### config.mk
export PLATFORM = sky130hd
export DESIGN_NAME = cprv_wb_ctrl
export DESIGN_NICKNAME = d
export VERILOG_FILES = /design/src/rtl/cprv_pkg.sv /design/src/rtl/cprv_rr_arbiter.sv /design/src/rtl/cprv_wb_ctrl.sv
export SDC_FILE = /design/constraint.sdc
export NUM_CORES = 1
export LEC_CHECK = 0
export CAP_MARGIN = 10
export CORE_MARGIN = 5
export CORE_UTILIZATION = 41
export CTS_BUF_LIST = sky130_fd_sc_hd__clkbuf_16
export DETAILED_ROUTE_END_ITERATION = 6
export PLACE_DENSITY = 0.95
export SLEW_MARGIN = 20
export SYNTH_ARGS = -nofsm -noshare
export SYNTH_HDL_FRONTEND = slang
export SYNTH_SLANG_ARGS = --single-unit
### constraint.sdc
create_clock -name clk -period 26.6 [get_ports clk]
set_input_delay 7.98 -clock clk [delete_from_list [all_inputs] [get_ports clk]]
set_output_delay 7.98 -clock clk [all_outputs]
set_load 0.05 [all_outputs]
### src/rtl/cprv_pkg.sv
// Shared definitions for the writeback path of the integer core.
// Holds the default widths and the producer index encoding.
// The writeback controller and the arbiter both use these definitions.
package cprv_pkg;

    localparam int DATA_WIDTH    = 64;
    localparam int REGADDR_WIDTH = 5;
    localparam int NUM_SRC       = 3;

    // Producer slot numbers on the writeback port.
    typedef enum logic [1:0] {
        WB_ALU    = 2'd0,
        WB_LSU    = 2'd1,
        WB_MULDIV = 2'd2
    } wb_src_e;

endpackage

### src/rtl/cprv_rr_arbiter.sv
// Round-robin arbiter with a registered priority pointer.
// Ports:
//   clk, rst_n : clock and asynchronous active-low reset
//   req        : one request bit per source
//   gnt        : one-hot grant, combinational from req and the pointer
//   gnt_any    : high when some source is granted this cycle
// After a source is granted, the pointer moves to the next source.
// With no grant, the pointer keeps its value.
module cprv_rr_arbiter
    import cprv_pkg::*;
#(
    parameter int N = NUM_SRC
) (
    input  logic         clk,
    input  logic         rst_n,
    input  logic [N-1:0] req,
    output logic [N-1:0] gnt,
    output logic         gnt_any
);

    localparam int IDX_W = (N > 1) ? $clog2(N) : 1;

    logic [IDX_W-1:0] ptr;
    logic [IDX_W-1:0] gnt_idx;

    // Scan the sources from the pointer upward and wrap at N.
    // The first requester found gets the grant.
    always_comb begin
        int idx;
        idx     = 0;
        gnt     = '0;
        gnt_idx = '0;
        gnt_any = 1'b0;
        for (int k = 0; k < N; k++) begin
            idx = (int'(ptr) + k) % N;
            if (!gnt_any && req[idx]) begin
                gnt[idx] = 1'b1;
                gnt_idx  = IDX_W'(idx);
                gnt_any  = 1'b1;
            end
        end
    end

    always_ff @(posedge clk or negedge rst_n) begin
        if (!rst_n) begin
            ptr <= '0;
        end else if (gnt_any) begin
            ptr <= (gnt_idx == IDX_W'(N - 1)) ? '0 : gnt_idx + IDX_W'(1);
        end
    end

endmodule

### src/rtl/cprv_wb_ctrl.sv
// Writeback controller and register scoreboard.
// It shares one regfile write port among the producers in round-robin order.
// It keeps one pending-write bit for each architectural register.
// It stalls issue on RAW and WAW hazards against those pending writes.
// Ports:
//   clk, rst_n      : clock and asynchronous active-low reset
//   flush           : clears all pending-write bits at the next edge
//   src_valid/ready : per-producer writeback handshake
//   src_rd_addr/data: packed per-producer destination and data
//   issue_*         : decode-side instruction and its hazard stall
//   rf_rd_en/addr/data : regfile write port
module cprv_wb_ctrl
    import cprv_pkg::*;
#(
    parameter int DATA_WIDTH    = cprv_pkg::DATA_WIDTH,
    parameter int REGADDR_WIDTH = cprv_pkg::REGADDR_WIDTH,
    parameter int NUM_SRC       = cprv_pkg::NUM_SRC
) (
    input  logic                             clk,
    input  logic                             rst_n,
    input  logic                             flush,
    input  logic [NUM_SRC-1:0]               src_valid,
    output logic [NUM_SRC-1:0]               src_ready,
    input  logic [NUM_SRC*REGADDR_WIDTH-1:0] src_rd_addr,
    input  logic [NUM_SRC*DATA_WIDTH-1:0]    src_rd_data,
    input  logic                             issue_valid,
    input  logic                             issue_uses_rd,
    input  logic [REGADDR_WIDTH-1:0]         issue_rd_addr,
    input  logic [REGADDR_WIDTH-1:0]         issue_rs1_addr,
    input  logic [REGADDR_WIDTH-1:0]         issue_rs2_addr,
    output logic                             issue_stall,
    output logic                             rf_rd_en,
    output logic [REGADDR_WIDTH-1:0]         rf_rd_addr,
    output logic [DATA_WIDTH-1:0]            rf_rd_data
);

    localparam int NUM_REGS = 2 ** REGADDR_WIDTH;

    logic [NUM_SRC-1:0]       req;
    logic [NUM_SRC-1:0]       gnt;
    logic                     gnt_any;
    logic [REGADDR_WIDTH-1:0] wb_addr;
    logic [DATA_WIDTH-1:0]    wb_data;
    logic [NUM_REGS-1:0]      busy;
    logic [NUM_REGS-1:0]      clr_vec;
    logic [NUM_REGS-1:0]      set_vec;
    logic [NUM_REGS-1:0]      pend;
    logic                     issue_fire;

    // Mask the requests during reset.
    // This forces every grant-derived output to 0 without waiting for a clock.
    assign req = src_valid & {NUM_SRC{rst_n}};

    cprv_rr_arbiter #(.N(NUM_SRC)) u_arb (
        .clk     (clk),
        .rst_n   (rst_n),
        .req     (req),
        .gnt     (gnt),
        .gnt_any (gnt_any)
    );

    // Drive the write port with zeros when idle.
    // The regfile forwards rd_data on an address match even when rd_en is low.
    // An idle cycle must therefore only ever forward 0 onto x0.
    always_comb begin
        wb_addr = '0;
        wb_data = '0;
        for (int i = 0; i < NUM_SRC; i++) begin
            if (gnt[i]) begin
                wb_addr = src_rd_addr[i*REGADDR_WIDTH +: REGADDR_WIDTH];
                wb_data = src_rd_data[i*DATA_WIDTH +: DATA_WIDTH];
            end
        end
    end

    assign src_ready  = gnt;
    assign rf_rd_addr = wb_addr;
    assign rf_rd_data = wb_data;
    assign rf_rd_en   = gnt_any && (wb_addr != '0);

    always_comb begin
        clr_vec = '0;
        if (rf_rd_en) begin
            clr_vec[wb_addr] = 1'b1;
        end
    end

    // A register that retires this cycle is no longer a hazard.
    // The regfile forwards the value being written.
    // Bit 0 is masked so that x0 can never stall.
    assign pend = busy & ~clr_vec & ~NUM_REGS'(1);

    assign issue_stall = rst_n && issue_valid &&
                         (pend[issue_rs1_addr] || pend[issue_rs2_addr] ||
                          (issue_uses_rd && pend[issue_rd_addr]));

    assign issue_fire = issue_valid && !issue_stall && issue_uses_rd &&
                        (issue_rd_addr != '0);

    always_comb begin
        set_vec = '0;
        if (issue_fire) begin
            set_vec[issue_rd_addr] = 1'b1;
        end
    end

    // The set term is ORed in after the clear is applied.
    // A new writer therefore wins over a retiring one on the same register.
    // Flush takes priority over both the set and the clear.
    always_ff @(posedge clk or negedge rst_n) begin
        if (!rst_n) begin
            busy <= '0;
        end else if (flush) begin
            busy <= '0;
        end else begin
            busy <= (busy & ~clr_vec) | set_vec;
        end
    end

endmodule

==> flow_summary.ini <==
[status]
status = finished, final reports clean

[floorplan]
initial_core_util_pct = 41.5
core_sq_um = 11400
num_io_pins = 304
fp-row-count = 39
die_x_microns = 117
die-area_sq_um = 13700
fp.dieH_microns = 117

[finish]
areaGrowthSynthToFinish_pct = 67.9
final_cell_count_no_fill = 1090
mostFrequentLayoutCell = clkdlybuf4s50_1
finalNetCount = 1171
fillers = 931
drive_above_1_share_pct = 5.22
most-common-layout-cells = clkdlybuf4s50_1, nor2_1, a221oi_1

[drt]
detail_route.wl_per_cell_microns = 29.4
dr.first_iter.drc_count = 1181
vias = 7535
dr.pass1.iters = 7
drcViolationCount = 0
wl_mm = 32.0
ant_nets = 0
routed_via_density = 6.91

[synthesis]
ys_seq_area_share_pct = 17.5
syn_inst = 679
synth_area_per_cell_sq_um = 6.95
synth_top_family_by_area = compound AO/OA/AOI/OAI gates
syn_nets = 913
synth_warnings = 0
synth-edff-count = 0
synth_flop_cell = dfrtp_1
ys_seq_elements = 33
async_flop_share_pct = 100
synth_compound_area_share_pct = 42.2
muxShareOfSynthArea_pct = 3.16
yosys.area_share.adder_pct = 1.06
netlist_area_sq_um = 4720
synth_cell_types = 73
synthXorXnorAreaFrac_pct = 0
synth_simple_gate_area_share_pct = 29.2

[clocking]
insertion_delay_ps = 280
cts_made_buffers = 5
root_buffer = clkbuf_16
cts_tree = done
clk_path_buf_depth = 2
cts-resized-gates = 0
path_clk_slew_ps = 50
clock-sinks = 33
cts_hold_buffers = 0
cts_setup_buffers = 0
htree_levels = 2

[sta]
relSlewSlack_pct = 19.2
hold_viol = 0
rsz0062_at_grt = false
finalCritPeriodShare_pct = 83.8
fin_tns_setup_ps = 0
period_minus_slack_ps = 22300
clock_skew_ps = 6.90
max_freq_ghz = 0.0448
setup_viol = 0
tightestPinTransition_ps = 1210
slew_violations = 0

[min_path]
hold_class = reg2reg

[global_routing]
grt_pass1_wl_mm = 44.5
overflow = 0
grt_pass1_vias = 6992
grt_max_degree = 75
track_usage_pct = 44.0
antenna_found_initial = 20

[worst_setup_path]
critical_path.endpoint_type = output port
cp_max_fo = 72
worstSetupPathType = in2out
cp.arrival_ps = 14320
crit_path_start_kind = input pin
worst_ep_required_time_ps = 18620

[power]
leakage_nw = 2.92
powerDensity_nw_per_um2 = 130
vdd_drop_max_uv = 137

[place]
hpwlAfterDp_mm = 25.5
gp_congestion = 1.05
numPortBuffers = 303
dp_cells = 1073

[run]
maxCapViolCount = 0
-- critical path: stages --
cell             delay [ps]
clkdlybuf4s50_1         540
mux2_1                  370
a31o_2                  310
a32o_1                  300
nand2_2                 110
inv_2                    30
buf_4                   340
a21boi_1                440
and2_1                  680
clkinv_2                360
o41ai_2                 680
mux2i_1                 150
a221o_1                 320
a32o_1                  250
nor4_4                  390
nand2_1                 140
and3_1                  210
clkdlybuf4s50_1         700
-- layer usage --
metal | GRT usage, % | wire length, microns | vias up
li1 | - | - | 3203
met1 | 52.8 | 10700 | 3445
met2 | 65.0 | 13400 | 698
met3 | 25.4 | 6190 | 165
met4 | 16.2 | 1620 | 24
met5 | 2.59 | 172 | -
-- cells in the mapped netlist, drive strengths merged, types with 5 or more instances --
| cell | n | area share, % |
|---|---|---|
| a21oi | 10 | 1.2 |
| o311ai | 13 | 2.4 |
| o22ai | 27 | 3.6 |
| inv | 22 | 1.8 |
| nand4 | 5 | 0.66 |
| nor3 | 21 | 2.3 |
| buf | 17 | 1.6 |
| clkbuf | 44 | 3.5 |
| o2111ai | 7 | 1.3 |
| nand3 | 18 | 1.9 |
| o211ai | 13 | 2.1 |
| mux2 | 5 | 1.2 |
| a221oi | 68 | 13 |
| nand2 | 34 | 2.7 |
| nor2b | 12 | 1.6 |
| o21ai | 23 | 2.4 |
| or3 | 5 | 0.66 |
| dfrtp | 33 | 18 |
| nor4 | 10 | 2.1 |
| o41ai | 5 | 1.1 |
| a32oi | 6 | 1.1 |
| nor2 | 162 | 13 |
| o32ai | 9 | 1.7 |
| mux2i | 7 | 1.5 |
| o31ai | 27 | 4.5 |
-- logic make-up (layout without fill, tap and decap cells) --
logic type / count (synthesis) / in the layout
buffers and inverters: 84 / 343
AOI/OAI and AO/OA: 250 / 250
and+or+nand+nor: 295 / 295
muxes: 13 / 13
adders and majority gates: 4 / 4
other: 0 / 9
DFF: 33 / 33
-- per-stage QoR --
step           utilization (%)  hold slack [ps]  total power (W)  area (sq um)  setup slack, ps
2_1_floorplan                -              526         0.000653          4720             6620
3_3_place_gp              68.2              572         0.000961          7760             4610
3_5_place_dp              68.2              577         0.000963          7760             4570
4_1_cts                   69.4              585          0.00102          7900             4510
5_1_grt                   69.5              615          0.00107          7900             4070
6_report                  69.7              583          0.00103          7920             4300
-- final timing paths --
kind / from / end / slack (ps) / depth (start not counted)
max in group asynchronous: rst_n / busy[16] / 18410 / 2
min in group asynchronous: rst_n / u_arb.ptr[1] / 7790 / 2
setup / recovery: src_valid[2] / issue_stall / 4300 / 18
setup reg to reg: u_arb.ptr[1] / busy[1] / 20130 / 17
hold reg to reg: busy[27] / busy[27] / 580 / 2
hold / removal: busy[27] / busy[27] / 580 / 2
-- sequential cells by signal, indices dropped and copies added (netlist names) --
signal	flops
busy	31
u_arb.ptr	2
-- cell type report --
| class | instances | area [sq um] | area share (%) |
|---|---|---|---|
| Tap cell | 143 | 179 | 2.26 |
| Multi-Input combinational cell | 562 | 3570 | 45.1 |
| Sequential cell | 33 | 826 | 10.4 |
| Timing Repair Buffer | 312 | 3100 | 39.1 |
| Clock inverter | 3 | 12.5 | 0.158 |
| Clock buffer | 5 | 125 | 1.58 |
| Antenna cell | 9 | 22.5 | 0.284 |
| Inverter | 23 | 87.6 | 1.11 |
-- where the power goes --
group	internal [W]	switching (W)	leakage (nW)
clock	0.0000339	0.0000224	0.0687
sequential	0.0000523	0.00000246	0.457
combinational	0.000279	0.000643	2.39
total	0.000365	0.000668	2.92
Note: power is estimated with default switching activity, not from simulation.
==> edit (same flow settings) <==
`DATA_WIDTH`: 64 -> 68.
--- a/src/rtl/cprv_pkg.sv
+++ b/src/rtl/cprv_pkg.sv
@@ -3,7 +3,7 @@
 // The writeback controller and the arbiter both use these definitions.
 package cprv_pkg;
 
-    localparam int DATA_WIDTH    = 64;
+    localparam int DATA_WIDTH    = 68;
     localparam int REGADDR_WIDTH = 5;
     localparam int NUM_SRC       = 3;
 
Interface: changed (resized rf_rd_data and src_rd_data); port bits go from 304 to 320. No check against the original RTL was run, so the function may have changed too.
==> edit against the original RTL <==
Worst setup slack gained 0.066 ns. Routed wire length shrank 6.2%. Utilization grew 2.1 points. Count of clock-buffer cells in the layout is the same. Power shrank 3.5%. Critical endpoint unchanged. Cell area grew 3.9%. Clock skew grew 0.0013 ns. Highest routed layer is now met4. Sequential cell count is the same. Area after synthesis grew 1.7%.
==> edit: results (changes against the original RTL) <==
metric,value,unit,change
status,finished clean,,
"Max FO, Critical Path",73,,+1.4%
leading register cell type out of synthesis,sky130_fd_sc_hd__dfrtp_1,,
number of violations reported at the end of detailed-routing iteration 0,1134,,-4.0%
CTS resizes,0,,unchanged
via count of the first global-routing pass,6915,,-1.1%
Synthesis Warnings,0,,unchanged
root buf cell,sky130_fd_sc_hd__clkbuf_16,,
worst endpoint data arrival time,14.25,ns,-0.07 ns
number of vias after detailed routing,7461,,-0.98%
signed area change from the synthesized netlist to the final layout,71.6,%,
clock transition time at the flip-flop clock pins of the worst setup and hold paths,0.06,ns,
first-pass GRT wire length,43.6,mm,-2.1%
worst clock skew,0.00824,ns,+0.00134 ns
Static Leakage,0.00302,µW,+3.5%
Tightest Hold Check Type,register to register,,
Critical Path Slowest Stage Cell,sky130_fd_sc_hd__clkdlybuf4s50_1,,
most instantiated cells after synthesis,"180 x sky130_fd_sc_hd__nor2_1, 71 x sky130_fd_sc_hd__a221oi_1, 50 x sky130_fd_sc_hd__clkbuf_1, 35 x sky130_fd_sc_hd__nand2_1, 35 x sky130_fd_sc_hd__o22ai_1",,
number of iterations in the first detailed-routing pass,7,,unchanged
fraction of post-synthesis cell area in the top cell type by area,17.2,%,-0.29 points
synthesized netlist net count,933,,+2.2%
clock latency at the later pin of the worst-skew pair,0.28,ns,about the same
HPWL after DPL,23.9,mm,-6.1%
Max H-tree Level,2,,unchanged
transition time at the pin with the least slew margin,1.19,ns,-0.0183 ns
biggest cell delay along the critical path,0.69,ns,
"CP delay by family, top",compound AO/OA/AOI/OAI gates,,
antenna violations before repair,28,,+40%
Port Buffers,319,,+5.3%
distinct cell type count after synthesis,71,,-2.7%
Final Net Count,1204,,+2.8%
post-CTS repair timing setup buffer count,0,,unchanged
cts bufs inserted,5,,unchanged
Total Routing Usage GR,40.0,%,-4.0 points
final weighted congestion in routability-driven placement,1.19,,+14%
synth top area cells,"sky130_fd_sc_hd__dfrtp_1 17%, sky130_fd_sc_hd__nor2_1 14%, sky130_fd_sc_hd__a221oi_1 13%, sky130_fd_sc_hd__o22ai_1 4.6%, sky130_fd_sc_hd__clkbuf_1 3.9%",,
largest registers,"busy: 31 flops, u_arb.ptr: 2 flops",,
largest net degree at the start of global routing,80,,+6.7%
wire length after detailed routing,30.0,mm,-6.2%
fraction of registers with async set/reset,100,%,unchanged
sequential element share of the synthesized area,17.2,%,-0.29 points
fraction of final layout cells sized beyond drive strength 1,5.53,%,+0.30 points
Worst VDD drop,0.134,mV,-1.8%
maximum count of clock buffers along a single path,2,,unchanged
## edit: kinds of logic after synthesis
logic type | count (synthesis) | share of synthesized area (%)
adder cells (fa/ha/maj) | 4 | 1.04
XOR/XNOR | 1 | 0.183
buffers and inverters | 84 | 6.68
multiplexers | 23 | 6.29
AO/OA/AOI/OAI | 239 | 40.1
AND/OR/NAND/NOR | 303 | 28.5
flip-flops | 33 | 17.2
## edit: stage by stage
step                cells  instance area, µm²  util (%)  setup slack [ns]
global placement     1094                7990      69.7              4.81
global route         1130                8230      71.8              4.04
finish               1131                8230      71.8              4.37
detailed placement   1094                7990      69.7              4.56
CTS                  1102                8160      71.2              4.55
floorplan             687                4800         -              6.58
## edit: power breakdown
group / leakage (µW) / total (µW) / switching [µW] / internal, µW
clock: 0.0000802 / 68.6 / 24.3 / 44.4
combinational: 0.00248 / 875 / 604 / 271
sequential: 0.000456 / 54.2 / 1.99 / 52.2
## edit: path summary, 6_finish.rpt
path,slack [ns],end,cells past startpoint,from
setup / recovery,4.37,issue_stall,18,rst_n
hold / removal,0.62,busy[2],2,busy[2]
setup reg to reg,20.01,busy[29],16,u_arb.ptr[0]
hold reg to reg,0.62,busy[2],2,busy[2]
max in group asynchronous,18.43,busy[19],2,rst_n
min in group asynchronous,7.78,busy[29],2,rst_n
## edit: cell type report
type | count | area [µm²]
Inverter | 20 | 75.1
Sequential cell | 33 | 826
Clock inverter | 3 | 46.3
Antenna cell | 29 | 72.6
Timing Repair Buffer | 328 | 3260
Clock buffer | 5 | 125
Tap cell | 143 | 179
Multi-Input combinational cell | 570 | 3650
Fill cell | 941 | 3230
## edit: per-layer routing
metal,GRT usage [%],wire [µm],vias to the layer above
met4,32.6,2980,0
met3,9.60,3580,144
li1,-,-,3250
met1,47.6,10000,3392
met2,61.1,13400,675
met5,0,0,-
